[config.mk]
export PLATFORM = sky130hd
export DESIGN_NAME = data_mem_responder
export DESIGN_NICKNAME = d
export VERILOG_FILES = /design/src/rtl/data_mem_responder.sv
export SDC_FILE = /design/constraint.sdc
export NUM_CORES = 1
export LEC_CHECK = 0
export ABC_CLOCK_PERIOD_IN_PS = 3600
export BUFFER_PORTS_ARGS = -buffer_cell sky130_fd_sc_hd__buf_4
export CORE_UTILIZATION = 35
export CTS_CLUSTER_SIZE = 25
export DETAILED_ROUTE_END_ITERATION = 8
export PLACE_DENSITY_LB_ADDON = 0.1
export SKIP_CTS_REPAIR_TIMING = 1
export SYNTH_ARGS = -nofsm -noshare
export SYNTH_HDL_FRONTEND = slang
export SYNTH_SLANG_ARGS = --single-unit
export TNS_END_PERCENT = 30
[constraint.sdc]
create_clock -name clock -period 3.6 [get_ports clock]
set_input_delay 0.36 -clock clock [delete_from_list [all_inputs] [get_ports clock]]
set_output_delay 0.36 -clock clock [all_outputs]
set_load 0.03 [all_outputs]
[src/rtl/data_mem_responder.sv]
// data_mem_responder
//   Memory side of the MemRead/MemWrite/busy load-store handshake. One word
//   access is accepted at a time. The initiator is stalled through busy for
//   LATENCY cycles. The write is then committed, or the read word returned,
//   in a single completion cycle flagged by done.
//
// Parameters
//   NBITS   data and address width in bits
//   DEPTH   number of words (power of two, >= 2)
//   LATENCY cycles busy stays high per access (>= 1)
//
// Ports
//   clock     rising-edge clock
//   reset     synchronous, active-high reset
//   MemRead   read request
//   MemWrite  write request (wins over MemRead)
//   addr      word address, held while busy
//   wdata     write data, held while busy
//   rdata     registered read data, changes only on read completion or reset
//   busy      access in progress
//   done      one-cycle completion strobe
//   err       address-range error, valid with done
//
// Configuration
//   DMEM_ADDR_CHECK_EN  when defined, an address with nonzero bits above the
//                       word index raises err, suppresses the write and reads
//                       as 0. When undefined, err is 0 and addresses wrap.
module data_mem_responder #(
  parameter int NBITS   = 8,
  parameter int DEPTH   = 32,
  parameter int LATENCY = 2
) (
  input  logic             clock,
  input  logic             reset,
  input  logic             MemRead,
  input  logic             MemWrite,
  input  logic [NBITS-1:0] addr,
  input  logic [NBITS-1:0] wdata,
  output logic [NBITS-1:0] rdata,
  output logic             busy,
  output logic             done,
  output logic             err
);

  localparam int AW = $clog2(DEPTH);
  localparam int CW = (LATENCY > 1) ? $clog2(LATENCY) : 1;

  typedef enum logic [1:0] {
    S_IDLE,
    S_WAIT,
    S_DONE
  } state_t;

  state_t state, state_next;

  logic [CW-1:0]    cnt;
  logic             wr_q;
  logic [NBITS-1:0] addr_q;
  logic [NBITS-1:0] wdata_q;
  logic [NBITS-1:0] mem [DEPTH];

  logic             req;
  logic             accept;
  logic             commit;
  logic             c_wr;
  logic [NBITS-1:0] c_addr;
  logic [NBITS-1:0] c_wdata;
  logic [AW-1:0]    c_idx;
  logic             bad;

  // Requests are masked while reset is high so busy reads 0 in reset.
  assign req    = (MemRead | MemWrite) & ~reset;
  assign accept = (state == S_IDLE) && req;
  assign c_idx  = c_addr[AW-1:0];

  // Next state, handshake outputs and the operands of the commit that happens
  // on the edge into DONE. With LATENCY=1 that edge is the accepting one, so
  // the live inputs are used instead of the not-yet-latched copies.
  always_comb begin
    // NOTE: every signal written here gets a default first, so no path
    // leaves one unassigned and no latch is inferred.
    state_next = state;
    busy       = 1'b0;
    done       = 1'b0;
    commit     = 1'b0;
    c_wr       = wr_q;
    c_addr     = addr_q;
    c_wdata    = wdata_q;

    case (state)
      S_IDLE: begin
        if (req) begin
          busy = 1'b1;
          if (LATENCY == 1) begin
            state_next = S_DONE;
            commit     = 1'b1;
            c_wr       = MemWrite;
            c_addr     = addr;
            c_wdata    = wdata;
          end else begin
            state_next = S_WAIT;
          end
        end
      end
      S_WAIT: begin
        busy = 1'b1;
        // cnt reaches 0 on this edge, which ends the LATENCY-1 wait cycles.
        if (cnt == CW'(1)) begin
          state_next = S_DONE;
          commit     = 1'b1;
        end
      end
      S_DONE: begin
        // The request still held here belongs to the access just completed.
        done       = 1'b1;
        state_next = S_IDLE;
      end
      default: state_next = S_IDLE;
    endcase
  end

`ifdef DMEM_ADDR_CHECK_EN
  logic err_q;

  assign bad = (c_addr >> AW) != '0;
  assign err = done & err_q;

  always_ff @(posedge clock) begin
    if (reset) begin
      err_q <= 1'b0;
    end else if (commit) begin
      err_q <= bad;
    end
  end
`else
  logic unused_addr_hi;

  assign bad            = 1'b0;
  assign err            = 1'b0;
  assign unused_addr_hi = ^c_addr;
`endif

  always_ff @(posedge clock) begin
    // NOTE: sequential state uses non-blocking assignments so every register
    // samples pre-edge values and the block order does not matter.
    if (reset) begin
      state   <= S_IDLE;
      cnt     <= '0;
      wr_q    <= 1'b0;
      addr_q  <= '0;
      wdata_q <= '0;
      rdata   <= '0;
      // NOTE: clearing every word on reset keeps the array in flip-flops; a
      // RAM macro cannot be reset this way.
      for (int i = 0; i < DEPTH; i++) begin
        mem[i] <= '0;
      end
    end else begin
      state <= state_next;

      if (accept) begin
        wr_q    <= MemWrite;
        addr_q  <= addr;
        wdata_q <= wdata;
        cnt     <= CW'(LATENCY - 1);
      end else if (state == S_WAIT) begin
        cnt <= cnt - CW'(1);
      end

      if (commit) begin
        if (c_wr) begin
          if (!bad) begin
            mem[c_idx] <= c_wdata;
          end
        end else begin
          rdata <= bad ? '0 : mem[c_idx];
        end
      end
    end
  end

endmodule

* After elaboration in Yosys (flattened, before gate mapping)
Memories as Yosys holds them, arrays and structs flattened. A register that Yosys moved wholly into a read port is not among the register bits. Index checks and enable logic that the tools add are counted.
Storage, ports and cells: bits in writable memories 256, output and inout port bits 11, word-level logic and storage cells 40, register bits 17, input port bits 20, memories 1
Memory list:
- mem | depth 32, bits a word 8, read ports 1, clocked after memory_dff 1, wr ports 32, RTL line 60 | logic [NBITS-1:0] mem [DEPTH];
Operators by class: multiplexer cells 19, bitwise gates (word level) 4, reductions and logical operators 6, eq/ne operators 4, add/subtract/negate cells 1
Operators by type and width (number):
- $mux 1 | 13
- $mux 8 | 1
- $reduce_or 8->1 | 1
- $mux 5 | 1
- $mux 2 | 2
- $ne 2x2->1 const B | 2
- $pmux 2 s2 | 1
- $reduce_and 2->1 | 2
- $eq 2x1->1 const B | 1
- $eq 2x2->1 const B | 1
- $logic_not 2->1 | 1
- $not 1->1 | 2
- $pmux 1 s2 | 1
- $reduce_bool 2->1 | 1
- $and 1x1->1 | 1
- $logic_and 1x1->1 | 1
- $or 1x1->1 | 1
- $sub 1x1->1 const B | 1

* Longest topological paths before layout
word-level depth 7, depth in mapped cells 7, depth with buffers taken out 4

* Least setup slack after synthesis
OpenSTA, ideal clock, no wires.
kind register to register, start register addr_q[1], end memory mem[15][0], enable pin, arrival 1.542 ns, path buffers 3, slack 1.748 ns, data required time 3.291 ns, cell stages (with the launch flop) 7, setup time 0.309 ns, period minus slack after synthesis 1.852 ns, cell sequence dfxtp_1 > buf_4 > buf_4 > buf_6 > nand4_4 > nor2_1 > or2_2
RTL lines:
- start, declared | RTL line 58 | logic [NBITS-1:0] addr_q;
- start signal, assigned | RTL line 163 | addr_q <= addr;
- end, declared | RTL line 60

==> flow_summary.ini <==
[setup_path]
crit_path_start_kind = flop
crit_type = reg -> reg
path_max_fanout = 35
cp.arrival_ps = 2870
cp.required_ps = 3960
end_kind = flop

[run]
maxCapViolCount = 0

[sta]
finalHoldViolations = 0
tightest_slew_ps = 815
setup_viol = 0
drv_slew = 0
timing.slew.headroom_pct = 45.6
clock_skew_ps = 26.6
clock.fmax_mhz = 397
rsz0062_at_grt = false
min_period_over_period_pct = 69.9
tns_ps = 0
min_period_ps = 2520

[synthesis]
syn_area_um2 = 13200
ys_ff_latch = 281
synth_nets = 946
seq_area_frac_synth_pct = 62.2
ys.flop_type = edfxtp_1
ys_warn_count = 0
async_flop_share_pct = 0
yosys.cell_types.count = 60
synth_edf_count = 256
synthCells = 926
synth.avg_cell_area_um2 = 14.2

[finish]
layout_common_cells = 257 x and2_1, 256 x edfxtp_1, 61 x buf_4, 43 x mux2i_1, 36 x nand2_1
fill_cells = 3438
multi_input_area_um2 = 4600
finalNetCount = 980
n_antenna_cell = 0
layout-drive-gt1-share_pct = 22.8
seq_area_um2 = 8200
syn2layout_area_growth_pct = 13.4
final_util_pct = 40.6
layout_commonest_cell = and2_1

[floorplan]
fp.dieW_um = 196
start_util_pct = 35.8
core_um2 = 36800
rows = 70
fp.dieArea_um2 = 38400
fp.dieH_um = 196
io_pins = 31

[clocking]
clk_pin_slew_ps = 60
cts_tree = done
root_buffer = clkbuf_16
clkSinkCount = 281
ctsLongestPathBuffers = 3
numCtsBuffers = 34
insertion_delay_ps = 520
htree_levels = 2

[grt]
antenna_found_initial = 1
grt_usage_pct = 18.9
grt_pass1_wl_mm = 52.6
grt.overflow.total = 0
grt_pass1_vias = 7546
grt_max_degree = 60

[routing]
antenna_left = 0
drcViolationCount = 0
drtIter0Drc = 561
dr.pass1.iters = 4
met1Wirelength_mm = 16.8
met3WireLength_mm = 1.57
routed.top_layer = met4
vias = 7483
routed_via_density = 5.15
wirelength_mm = 35.4
dr_wl_met2_mm = 16.2
wl_per_cell_um = 24.4

[pwr]
irDropWorstVdd_mv = 0.265
power_mw = 7.55
p_per_area_nw_per_um2 = 506
p_leak_nw = 5.24

[place]
portBuffers = 26
dp_hpwl_mm = 22.5
gp_congestion = 0.769

[worst_hold_path]
hp-class = in -> reg

[run_status]
outcome = finished, final reports clean
-- metal layers --
layer	track usage, %	up-vias
met3	2.36	55
met4	5.53	0
met1	27.4	3772
met5	0	-
met2	29.8	173
li1	-	3483
-- per-stage QoR --
step                instances  hold WS (ps)  setup slack, ps  instance area (µm²)
global placement         1392           453             1080                13900
floorplan                 926           475             1750                13200
global route             1453          87.6              987                14900
detailed placement       1392           449             1080                13900
CTS                      1453          73.0             1030                14900
finish                   1453          87.4             1080                14900
-- report_power, final --
| part | internal [mW] | switching, mW | total (mW) |
|---|---|---|---|
| combinational | 0.183 | 0.306 | 0.490 |
| clock | 1.93 | 1.35 | 3.29 |
| sequential | 3.66 | 0.105 | 3.77 |
-- kinds of logic after synthesis --
logic type	synth area share (%)
multiplexers	10.9
flip-flops	62.2
buffers and inverters	2.88
AND/OR/NAND/NOR	20.0
other	0.0285
AO/OA/AOI/OAI	4.06
-- registers in the layout, indices dropped and copies added, names as in the netlist --
name	count
cnt	1
c_wdata	8
c_wr	1
mem	256
rdata	8
state	2
addr_q	5
-- layout make-up --
cell class              count  share of cell area [%]
clock buffers              46                    6.15
inverters                   4                   0.101
clock inverters            15                   0.855
well taps                 468                    3.92
flip-flops and latches    281                    54.9
multi-input cells         577                    30.8
repair buffers             62                    3.20
-- synth_stat cells (5+ instances only) --
master	number	area, µm²
nand2_1	36	135
nor2_2	29	181
edfxtp_1	256	7690
a22oi_1	8	60.1
and2_1	257	1610
dfxtp_1	25	500
nor2_1	14	52.6
nand3b_1	5	37.5
mux4_1	11	289
clkbuf_1	37	139
mux4_2	31	698
or2_2	33	206
nor2b_1	7	43.8
buf_2	8	40.0
buf_6	7	78.8
o22ai_1	14	87.6
buf_4	9	67.6
a21oi_1	16	80.1
mux2i_1	43	430
-- final timing paths --
path / slack (ps) / to / cells after the start / from
max: 1080 / rdata[3] / 5 / addr_q[1]
min: 90 / c_wdata[4] / 3 / wdata[4]
max reg2reg: 1080 / rdata[3] / 5 / addr_q[1]
min reg2reg: 450 / c_wdata[3] / 2 / c_wdata[3]
-- worst max-delay path: stages, from the launching register on --
cell	delay [ps]
dfxtp_4	780
buf_4	390
mux2i_1	290
o22ai_1	130
nor4b_1	530
a311oi_1	170
(Power assumes the default switching activity.)
